File: src/rtl/pipe_stage_reg_pkg.sv
// Shared definitions for elastic inter-stage pipeline registers.
package pipe_stage_pkg;

  typedef enum logic [1:0] {
    ST_EMPTY = 2'd0,
    ST_ONE   = 2'd1,
    ST_FULL  = 2'd2
  } state_e;

  // RV32 canonical NOP (addi x0,x0,0), used to build IF/ID bubbles.
  localparam logic [31:0] NOP_INSTR = 32'h0000_0013;

endpackage

File: src/rtl/pipe_stage_reg_if.sv
// Handshake/payload bundle between a pipeline stage and its neighbours.
interface pipe_stage_if #(
  parameter int DATA_W = 192,
  parameter int CNT_W  = 16
);
  logic              IN_VALID;
  logic              IN_READY;
  logic [DATA_W-1:0] IN_DATA;
  logic              OUT_VALID;
  logic              OUT_READY;
  logic [DATA_W-1:0] OUT_DATA;
  logic              FLUSH;
  logic [1:0]        OCCUPANCY;
  logic [CNT_W-1:0]  STALL_CNT;
  logic              CNT_CLR;

  modport master (
    output IN_VALID, IN_DATA, OUT_READY, FLUSH, CNT_CLR,
    input  IN_READY, OUT_VALID, OUT_DATA, OCCUPANCY, STALL_CNT
  );

  modport slave (
    input  IN_VALID, IN_DATA, OUT_READY, FLUSH, CNT_CLR,
    output IN_READY, OUT_VALID, OUT_DATA, OCCUPANCY, STALL_CNT
  );
endinterface

File: src/rtl/pipe_stage_reg_sat_counter.sv
// Saturating event counter with synchronous clear; clear beats increment.
module sat_counter #(
  parameter int WIDTH = 16
) (
  input  logic             CLK,
  input  logic             RESET_N,
  input  logic             INC,
  input  logic             CLR,
  output logic [WIDTH-1:0] COUNT
);

  logic [WIDTH-1:0] cnt_q;

  always_ff @(posedge CLK or negedge RESET_N) begin
    if (!RESET_N)                              cnt_q <= '0;
    else if (CLR)                              cnt_q <= '0;
    else if (INC && (cnt_q != {WIDTH{1'b1}}))  cnt_q <= cnt_q + WIDTH'(1);
  end

  assign COUNT = cnt_q;

endmodule

File: src/rtl/pipe_stage_reg.sv
// Elastic pipeline register: valid/ready handshake, optional 2-entry skid,
// flush, bubble substitution and a stall counter.
module pipe_stage_reg
  import pipe_stage_pkg::*;
#(
  parameter int                 DATA_W       = 192,
  parameter logic [DATA_W-1:0]  BUBBLE_VALUE = '0,
  parameter int                 SKID         = 1,
  parameter int                 CNT_W        = 16
) (
  input  logic       CLK,
  input  logic       RESET_N,
  pipe_stage_if.slave bus
);

  state_e            st_q;
  logic [DATA_W-1:0] main_q, main_d;
  logic [DATA_W-1:0] skid_q, skid_d;
  logic              out_vld, in_rdy, accept, drain;

  assign out_vld = (st_q != ST_EMPTY);
  // With the skid entry, ready depends on state only, breaking OUT_READY->IN_READY.
  assign in_rdy  = (SKID != 0) ? (st_q != ST_FULL) : (!out_vld || bus.OUT_READY);
  assign accept  = bus.IN_VALID && in_rdy;
  assign drain   = out_vld && bus.OUT_READY;

  always_ff @(posedge CLK or negedge RESET_N) begin
    if (!RESET_N)       st_q <= ST_EMPTY;
    else if (bus.FLUSH) st_q <= ST_EMPTY;
    else begin
      case (st_q)
        ST_EMPTY: if (accept) st_q <= ST_ONE;
        ST_ONE: begin
          if (accept && !drain)      st_q <= (SKID != 0) ? ST_FULL : ST_ONE;
          else if (drain && !accept) st_q <= ST_EMPTY;
        end
        ST_FULL:  if (drain) st_q <= ST_ONE;
        default:  st_q <= ST_EMPTY;
      endcase
    end
  end

  always_comb begin
    main_d = main_q;
    skid_d = skid_q;
    case (st_q)
      ST_EMPTY: if (accept) main_d = bus.IN_DATA;
      ST_ONE: begin
        if (accept && drain) main_d = bus.IN_DATA;
        else if (accept)     skid_d = bus.IN_DATA;
      end
      ST_FULL:  if (drain) main_d = skid_q;
      default: ;
    endcase
  end

  // Payload registers carry no reset; validity lives entirely in st_q.
  always_ff @(posedge CLK) begin
    main_q <= main_d;
    skid_q <= skid_d;
  end

  assign bus.IN_READY  = in_rdy;
  assign bus.OUT_VALID = out_vld;
  assign bus.OUT_DATA  = out_vld ? main_q : BUBBLE_VALUE;
  assign bus.OCCUPANCY = st_q;

  sat_counter #(.WIDTH(CNT_W)) u_stall_cnt (
    .CLK     (CLK),
    .RESET_N (RESET_N),
    .INC     (out_vld && !bus.OUT_READY),
    .CLR     (bus.CNT_CLR),
    .COUNT   (bus.STALL_CNT)
  );

endmodule

File: src/flat_wrapper.sv
// flat-port wrapper written by rule: the top's interface ports become plain ports
module pipe_stage_reg_flat import pipe_stage_pkg::*;
#(
  parameter int                 DATA_W       = 192,
  parameter logic [DATA_W-1:0]  BUBBLE_VALUE = '0,
  parameter int                 SKID         = 1,
  parameter int                 CNT_W        = 16
)
  (CLK, RESET_N, bus_IN_VALID, bus_IN_DATA, bus_OUT_READY, bus_FLUSH, bus_CNT_CLR, bus_IN_READY, bus_OUT_VALID, bus_OUT_DATA, bus_OCCUPANCY, bus_STALL_CNT);
  pipe_stage_if #(.DATA_W(DATA_W), .CNT_W(CNT_W)) bus_i ();
  input  logic CLK;
  input  logic RESET_N;
  input wire logic [$bits(bus_i.IN_VALID)-1:0] bus_IN_VALID;
  input wire logic [$bits(bus_i.IN_DATA)-1:0] bus_IN_DATA;
  input wire logic [$bits(bus_i.OUT_READY)-1:0] bus_OUT_READY;
  input wire logic [$bits(bus_i.FLUSH)-1:0] bus_FLUSH;
  input wire logic [$bits(bus_i.CNT_CLR)-1:0] bus_CNT_CLR;
  output wire logic [$bits(bus_i.IN_READY)-1:0] bus_IN_READY;
  output wire logic [$bits(bus_i.OUT_VALID)-1:0] bus_OUT_VALID;
  output wire logic [$bits(bus_i.OUT_DATA)-1:0] bus_OUT_DATA;
  output wire logic [$bits(bus_i.OCCUPANCY)-1:0] bus_OCCUPANCY;
  output wire logic [$bits(bus_i.STALL_CNT)-1:0] bus_STALL_CNT;
  assign bus_i.IN_VALID = bus_IN_VALID;
  assign bus_i.IN_DATA = bus_IN_DATA;
  assign bus_i.OUT_READY = bus_OUT_READY;
  assign bus_i.FLUSH = bus_FLUSH;
  assign bus_i.CNT_CLR = bus_CNT_CLR;
  assign bus_IN_READY = bus_i.IN_READY;
  assign bus_OUT_VALID = bus_i.OUT_VALID;
  assign bus_OUT_DATA = bus_i.OUT_DATA;
  assign bus_OCCUPANCY = bus_i.OCCUPANCY;
  assign bus_STALL_CNT = bus_i.STALL_CNT;
  pipe_stage_reg #(.DATA_W(DATA_W), .BUBBLE_VALUE(BUBBLE_VALUE), .SKID(SKID), .CNT_W(CNT_W)) u_core (.CLK(CLK), .RESET_N(RESET_N), .bus(bus_i));
endmodule
File: config.mk
export PLATFORM = sky130hd
export DESIGN_NAME = pipe_stage_reg_flat
export DESIGN_NICKNAME = d
export VERILOG_FILES = /design/src/rtl/pipe_stage_reg_pkg.sv /design/src/rtl/pipe_stage_reg_if.sv /design/src/rtl/pipe_stage_reg_sat_counter.sv /design/src/rtl/pipe_stage_reg.sv /design/src/flat_wrapper.sv
export SDC_FILE = /design/constraint.sdc
export NUM_CORES = 1
export LEC_CHECK = 0
export ABC_AREA = 0
export BUFFER_PORTS_ARGS = -buffer_cell sky130_fd_sc_hd__buf_2
export CORE_ASPECT_RATIO = 1.25
export CORE_UTILIZATION = 45
export CTS_CLUSTER_DIAMETER = 50
export DETAILED_ROUTE_END_ITERATION = 8
export GPL_TIMING_DRIVEN = 0
export HOLD_SLACK_MARGIN = 0.05
export PLACE_DENSITY = 0.77
export SETUP_SLACK_MARGIN = 0.1
export SYNTH_ARGS = -nofsm -noshare
export SYNTH_HDL_FRONTEND = slang
export SYNTH_SLANG_ARGS = --single-unit
File: constraint.sdc
create_clock -name CLK -period 42.2 [get_ports CLK]
set_input_delay 0 -clock CLK [delete_from_list [all_inputs] [get_ports CLK]]
set_output_delay 0 -clock CLK [all_outputs]
set_load 0.05 [all_outputs]
Word-level counts from Yosys, hierarchy flattened
Cells that the tools add are included.
- $add $sub $neg: 1
- equal/unequal tests: 10
- mux-type cells: 13
- bitwise gates (word level): 1
- reduce and logical (&&, ||, !) cells: 17
- operator list (cell ; count):
    192-bit 2-to-1 mux ; 4
    192-bit case mux with 3 select lines ; 1
    16-bit 2-to-1 mux ; 2
    16-bit by 1-bit adder with 16-bit output, second input constant ; 1
    16-bit inequality test, second input constant ; 1
    2-bit 2-to-1 mux ; 5
    1-bit logical AND ; 7
    2-bit by 1-bit inequality test with 1-bit output, second input constant ; 3
    3-bit by 2-bit inequality test with 1-bit output, second input constant ; 2
    2-bit case mux with 3 select lines ; 1
    3-bit AND reduction ; 2
    4-bit by 2-bit inequality test with 1-bit output, second input constant ; 1
    4-bit AND reduction ; 1
    2-bit nonzero test ; 2
    1-bit zero test ; 3
    3-bit nonzero test ; 1
    2-bit by 1-bit equality test with 1-bit output, second input constant ; 1
    2-bit equality test, second input constant ; 1
    2-bit zero test ; 1
    2-bit inequality test, second input constant ; 1
    1-bit inverter ; 1
- bits in registers: 402
- output and inout bits: 212
- word-level logic and storage cells: 46

Logic depth before layout (Yosys ltp)
Gate-level depths: netlist of the first run.
- depth in word-level cells: 8
- mapped depth: 8

Hierarchy
Synthesis of the first run repeated with hierarchy kept, for this count alone.
- cell total of the unflattened synthesis: 1331
- area total of the unflattened synthesis: 16418.2 µm²
- modules (own cells, without submodules) (module ; instances ; cells each ; area each (µm²)):
    pipe_stage_reg ; 1 ; 1233 ; 15476.1
    sat_counter ; 1 ; 98 ; 942.2

Worst setup path after synthesis of the first run
OpenSTA, ideal clock, no wires.
- path kind: register -> register
- from: register u_core.st_q[1] (netlist: u_core.bus.OCCUPANCY[1])
- to: register u_core.skid_q[0] (enable)
- arrival: 14895 ps
- required time: 41181 ps
- slack: 26286 ps
- cell stages (with the launch flop): 4
- buffers on the path: 1
- path through: dfrtp_1 -> buf_2 -> nor2b_1 -> nor3b_1
- cells in the longest elaborated chain, start to end: 5
- elaborated cells on any way between the ends: 8
- those cells by class: 2 x eq/ne; 1 x bitwise; 5 x reduce/logical
- RTL lines (item ; RTL line ; text):
    start, declared ; pipe_stage_reg.sv:16 ; state_e st_q;
    start signal, assigned ; pipe_stage_reg.sv:34 ; if (accept && !drain) st_q <= (SKID != 0) ? ST_FULL : ST_ONE;
    2-bit inequality test or 2-bit nonzero test (tied branches) ; pipe_stage_reg.sv:23, pipe_stage_reg.sv:21 ;
    1-bit logical AND, on equally long branches ; pipe_stage_reg.sv:24, pipe_stage_reg.sv:25 ;
    1-bit logical AND ; pipe_stage_reg.sv:49 ; if (accept && drain) main_d = bus.IN_DATA;
    1-bit inverter (no line) ; - ;
    3-bit AND reduction (no line) * ; - ;
    end signal, assigned ; pipe_stage_reg.sv:60 ; skid_q <= skid_d;
    end, declared ; pipe_stage_reg.sv:18 ; logic [DATA_W-1:0] skid_q, skid_d;
Every way passes the cells marked *; elsewhere a longest branch is shown, timed or not.
A chain may end at the register's enable or synchronous reset.

Worst setup path in the final report of the first run
- from: register u_core.st_q[1] (netlist: u_core.bus.OCCUPANCY[1])
- to: register u_core.skid_q[100] (enable)
Same word-level chain as after synthesis.

==> impl_metrics.yaml, run 1 <==
route:
  post_drt_via_cell_ratio: 4.92
  drt-initial-drc-count: 805
  drcViolationCount: 0
  wire_per_inst_um: 17.5
  final_antenna_net_count: 0
  first_pass_iters: 5
  totalWireLength_mm: 44.1
  vias: 12400
synthesis:
  syn_area_per_cell_um2: 12.1
  seq_area_frac_synth: 0.736
  synth_warnings: 0
  synth_fp_nets: 1540
  syn-cell-area_um2: 16300
  synth_xor_xnor_area_share: 0
  synthMuxAreaShare: 0.00476
  synth_compound_area_frac: 0.0122
  synth.distinct_cells: 42
  synth_fa_ha_area_frac: 0.000768
  synth_top_family_by_area: "simple AND/OR/NAND/NOR gates"
  yosys_register_bits: 402
  syn_inst: 1341
  yosys.area_share.simple: 0.229
place:
  dp_cells: 2244
  place_congestion: 0.807
  io_buffers: 408
  dp_hpwl_mm: 28.4
grt:
  grtUsageTotal: 0.236
  grt_first_pass_wirelength_mm: 67.0
  grt_pass1_vias: 13000
  grt_overflow_total: 0
  antenna_found_initial: 6
  grt_start_max_net_pins: 67
clocking:
  clk_pin_slew_ns: 0.06
  cts_tree: "done"
  root_buffer: "clkbuf_16"
  cts_sinks: 402
  clk_latency_ns: 0.53
  htree_levels: 2
  cts_buffer_depth: 3
  post_cts_buffers: 0
  cts_buffers: 42
worst_setup_path:
  crit_path_start_kind: "register"
  crit_path_end_kind: "register"
  cp.arrival_ns: 3.43
  crit_type: "reg -> reg"
  cp_max_fo: 12
  cp.required_ns: 42.45
timing:
  period_minus_slack_ns: 3.18
  timing.final.crit_share: 0.0754
  rsz0062_at_grt: "no"
  finalClockSkew_ns: 0.0101
  setup_tns_ns: 0
  slew_viol_final: 0
  finalHoldViolCount: 0
  slew_headroom: 0.288
  worst_pin_slew_ns: 1.06
  max_freq_ghz: 0.314
  setup_viol_count_final: 0
layout:
  drive_gt1_frac: 0.247
  layout.nets: 2212
  final_cells: 2524
  multi_input_area_um2: 4040
  regArea_um2: 12000
  fill_cells: 2559
  syn2layout_area_growth_pct: 38.2
status:
  status: "finished clean"
power:
  leakage_nw: 9.73
  max-vdd-ir-drop_uv: 33.7
  power_w: 0.000956
  powerDensity_nw_per_um2: 42.4
run:
  max_cap_violations: 0
worst_hold_path:
  hold_class: "in -> reg"
floorplanning:
  fp.dieH_um: 215
  ios: 410
  coreArea_um2: 35600
  die_width_um: 172
  initial_core_util: 0.458
  rows: 77
  dieArea_um2: 37000
## sequential cells by signal (all words and copies together), names as in the netlist
register                  cells
u_core.bus.OCCUPANCY          2
u_core.main_q               192
u_core.skid_q               192
u_core.u_stall_cnt.COUNT     16
## report_power, final
group / internal, W / total, W / switching, W / leakage [nW]
Clock: 0.000200 / 0.000349 / 0.000149 / 0.623
Combinational: 0.0000440 / 0.000141 / 0.0000969 / 5.26
Sequential: 0.000461 / 0.000466 / 0.00000448 / 3.85
Total: 0.000705 / 0.000956 / 0.000250 / 9.73
## cell usage after synthesis
cell      number  area share
nor3b_1        2     0.00092
o21ai_0        4      0.0012
nand3_4        1      0.0011
nand2_1      585        0.13
and3_2         1     0.00046
nor4_2         1     0.00077
nand3_1        3     0.00092
dfrtp_1       18       0.028
or4_2          1     0.00054
a311oi_1       2      0.0011
buf_1          7      0.0016
and3_1         1     0.00038
nor2b_1        8      0.0031
a311oi_2       1     0.00092
nand2b_1       2     0.00077
mux2_2         3      0.0021
ha_1           1     0.00077
o21bai_4       1      0.0012
and2_1       192       0.074
o31ai_1        4      0.0018
a41o_1         1     0.00061
mux2_1         3      0.0021
inv_1          2     0.00046
o21ba_2        1     0.00061
o22a_1         1     0.00054
clkbuf_1      59       0.014
a211oi_1       1     0.00046
a21oi_1       11      0.0034
edfxtp_1     384        0.71
nor4_1         5      0.0019
buf_2          3     0.00092
or3_1          2     0.00077
buf_6          1     0.00069
nor2_1        12      0.0028
or4_4          1     0.00069
a31oi_1        1     0.00038
nand4_1        7      0.0027
or2_2          2     0.00077
nor3_1         1     0.00031
or4_1          3      0.0014
mux2i_1        1     0.00061
or3_2          1     0.00046
## cell type report
type,count,area share
Sequential cell,402,0.532
Timing Repair Buffer,628,0.192
Multi-Input combinational cell,867,0.179
Clock buffer,56,0.0500
Tap cell,474,0.0263
Buffer,70,0.0122
Clock inverter,19,0.00695
Antenna cell,6,0.000667
Inverter,2,0.000333
## per-layer routing
layer	wire (µm)	track usage
met5	13	0
met4	1960	0.111
met3	3580	0.0654
met2	22900	0.425
met1	15600	0.249
## path summary, 6_finish.rpt
kind | startpoint | endpoint | slack [ns] | cells past startpoint
max | u_core.bus.OCCUPANCY[1]$_DFFE_PN0P_ | u_core.skid_q[100]$_DFFE_PP_ | 39.02 | 9
min reg2reg | u_core.skid_q[32]$_DFFE_PP_ | u_core.main_q[32]$_DFFE_PP_ | 0.51 | 2
max in group asynchronous | RESET_N | u_core.u_stall_cnt.COUNT[6]$_DFFE_PN0P_ | 41.02 | 3
max reg2reg | u_core.bus.OCCUPANCY[1]$_DFFE_PN0P_ | u_core.skid_q[100]$_DFFE_PP_ | 39.02 | 9
min in group asynchronous | RESET_N | u_core.u_stall_cnt.COUNT[5]$_DFFE_PN0P_ | 0.65 | 3
min | bus_IN_DATA[131] | u_core.skid_q[131]$_DFFE_PP_ | 0.19 | 2
## logic make-up after synthesis
kind of cell / count (synthesis)
adder cells (fa/ha/maj): 1
buffers and inverters: 72
AND/OR/NAND/NOR: 831
AO/OA/AOI/OAI: 28
flip-flops: 402
multiplexers: 7
## timing repair
item | 4_1_cts | 5_1_grt
hold endpoints to repair | 427 | 0
gates resized for setup | 0 | 0
setup endpoints to repair | 0 | 0
hold buffers | 199 | 0
## cells in the final DEF, fill, tap and decap left out, drive strengths merged, types with 8 or more instances in the layout
| cell | netlist | final |
|---|---|---|
| clkbuf | 59 | 115 |
| clkinv | 0 | 13 |
| edfxtp | 384 | 384 |
| nor2 | 12 | 12 |
| and2 | 192 | 192 |
| a21oi | 11 | 11 |
| nand2 | 585 | 585 |
| nor2b | 8 | 8 |
| buf | 11 | 440 |
| dlygate4sd3 | 0 | 199 |
| dfrtp | 18 | 18 |
## per-stage QoR
| step | utilization | cell area [µm²] | setup WS, ns | hold WS, ns |
|---|---|---|---|---|
| finish | 0.633 | 22500 | 39.02 | 0.186 |
| global route | 0.633 | 22500 | 38.82 | 0.169 |
| detailed placement | 0.541 | 19200 | 38.98 | -0.0505 |
| global placement | 0.532 | 18900 | 19.53 | -0.0465 |
| CTS | 0.633 | 22500 | 38.99 | 0.162 |
| floorplan | - | 16300 | 26.29 | -0.296 |
## critical path, cell delays in order, from the launching register on
cell	delay [ns]
dfrtp_1	0.40
buf_2	0.19
nor2b_1	0.22
nor3b_2	0.90
buf_6	0.27
buf_6	0.18
buf_6	0.19
buf_6	0.19
buf_6	0.18
buf_6	0.16
Power figures use the tool's default switching activity.
==> run 2, diff against run 1 <==
==> constraint.sdc (replaced) <==
create_clock -name CLK -period 3.1 [get_ports CLK]
set_input_delay 0 -clock CLK [delete_from_list [all_inputs] [get_ports CLK]]
set_output_delay 0 -clock CLK [all_outputs]
set_load 0.05 [all_outputs]
==> impl_metrics.yaml, run 2 (synthesized netlist as in run 1, its figures left out) <==
worst_setup_path:
  cp-startpoint: "u_core.bus.OCCUPANCY[0]$_DFFE_PN0P_"
  reg2reg_depth: 8
  path_cells: "buf_4 -> or2_2 -> clkbuf_1 -> clkbuf_1 -> and2_1 -> buf_2"
  cp_slowest_cell: "clkbuf_1"
  cp_max_fo: 10
  setup.worst_path.end: "bus_OUT_DATA[168]"
  cp.arrival_ns: 2.76
  cp.required_ns: 3.10
  crit_type: "reg -> out"
  worst_path_largest_cell_delay_ns: 0.63
  crit_path_start_kind: "register"
  r2r_end: "u_core.main_q[77]$_DFFE_PP_"
  r2r_slack_ns: 0.47
  r2r_start: "u_core.bus.OCCUPANCY[1]$_DFFE_PN0P_"
  crit_top_cell: "clkbuf_1"
  crit_path_end_kind: "output pin"
run:
  max_cap_violations: 0
clocking:
  clk_latency_ns: 0.55
  cts_buffers: 41
  root_buffer: "clkbuf_16"
  clk_pin_slew_ns: 0.06
  cts_buffer_depth: 3
  cts_resized: 0
  cts_sinks: 402
  cts_tree: "done"
  htree_levels: 2
grt:
  grt_pass1_vias: 12900
  grt_first_pass_wirelength_mm: 68.4
  antenna_found_initial: 4
  grt_overflow_total: 0
  grtUsageTotal: 0.243
  grt_start_max_net_pins: 109
timing:
  holdWs_ns: 0.178
  rsz0062_at_grt: "no"
  timing.final.crit_share: 0.892
  worst_pin_slew_ns: 0.886
  finalHoldViolCount: 0
  slew_viol_final: 0
  finalClockSkew_ns: 0.0187
  setup_viol_count_final: 0
  slew_headroom: 0.404
  max_freq_ghz: 0.362
  period_minus_slack_ns: 2.76
floorplanning:
  ios: 410
  fp.dieH_um: 215
  coreArea_um2: 35600
  rows: 77
  die_width_um: 172
  initial_core_util: 0.458
  dieArea_um2: 37000
layout:
  final_common_cell: "nand2_1"
  final_cells: 2518
  drive_gt1_frac: 0.245
  syn2layout_area_growth_pct: 38.2
  mostFrequentLayoutCells: "584 x nand2_1, 409 x buf_2, 384 x edfxtp_1"
  layout.nets: 2208
route:
  drt-initial-drc-count: 929
  drcViolationCount: 0
  wire_per_inst_um: 18.0
  vias: 12500
  final_antenna_net_count: 0
  totalWireLength_mm: 45.4
  post_drt_via_cell_ratio: 4.98
  first_pass_iters: 5
power:
  max-vdd-ir-drop_uv: 537
  leakage_nw: 9.71
  powerDensity_nw_per_um2: 570
worst_hold_path:
  hold_class: "in -> reg"
status:
  status: "finished clean"
place:
  dp_hpwl_mm: 28.7
  io_buffers: 408
  place_congestion: 0.827
  dp_cells: 2236
run 2: timing repair:
| item | 4_1_cts | 5_1_grt |
|---|---|---|
| hold buffers | 199 | 0 |
| buffers inserted | 0 | 5 |
| endpoints found under the hold margin | 437 | 0 |
| setup endpoints to repair | 0 | 3 |
run 2: worst min path at each step:
stage | cells after the start | slack [ns] | end | startpoint
after floorplan | 0 | -0.30 | u_core.bus.OCCUPANCY[0]$_DFFE_PN0P_ | RESET_N
after global placement | 1 | -0.04 | u_core.u_stall_cnt.COUNT[11]$_DFFE_PN0P_ | RESET_N
after detailed placement | 1 | -0.04 | u_core.u_stall_cnt.COUNT[9]$_DFFE_PN0P_ | RESET_N
after CTS | 3 | 0.11 | u_core.skid_q[191]$_DFFE_PP_ | bus_IN_VALID
after global routing | 2 | 0.16 | u_core.skid_q[75]$_DFFE_PP_ | bus_IN_DATA[75]
final | 2 | 0.18 | u_core.skid_q[56]$_DFFE_PP_ | bus_IN_DATA[56]
run 2: area by class of cell:
class                           count  area (µm²)
Fill cell                        2570       13100
Sequential cell                   402       12000
Timing Repair Buffer              625        4350
Multi-Input combinational cell    867        4060
Clock buffer                       54        1080
Tap cell                          474         593
Buffer                             70         283
Clock inverter                     20         126
Antenna cell                        4        10.0
Inverter                            2        7.51
run 2: report_power, final:
group          internal, W  leakage [nW]  total, W  switching [W]
sequential         0.00628          3.85   0.00635      0.0000672
combinational     0.000598          5.27   0.00193        0.00133
clock              0.00249         0.589   0.00454        0.00205
total              0.00936          9.71    0.0128        0.00345
run 2: per-stage QoR:
stage,setup slack (ns),util,TNS [ns],instance area [µm²],total power [W]
after CTS,0.209,0.632,0,22500,0.0128
after global routing,0.130,0.633,0,22500,0.0132
after global placement,-5.29,0.533,-1046.73,19000,0.00811
after detailed placement,0.247,0.541,0,19200,0.00815
final,0.336,0.633,0,22500,0.0128
after floorplan,-3.02,-,-579.16,16300,0.00758
run 2: layer usage:
metal / track usage / up-vias / wire (µm)
met2: 0.448 / 567 / 23600
met3: 0.0610 / 101 / 3700
met4: 0.0959 / 0 / 1700
li1: - / 5863 / -
met1: 0.261 / 6005 / 16300
met5: 0 / - / 0
run 2: critical path: cells and delay by family (launching register included):
family        cells  cell delay, ns
simple gates      2            0.38
flops             1            0.37
buf+inv           4            1.47
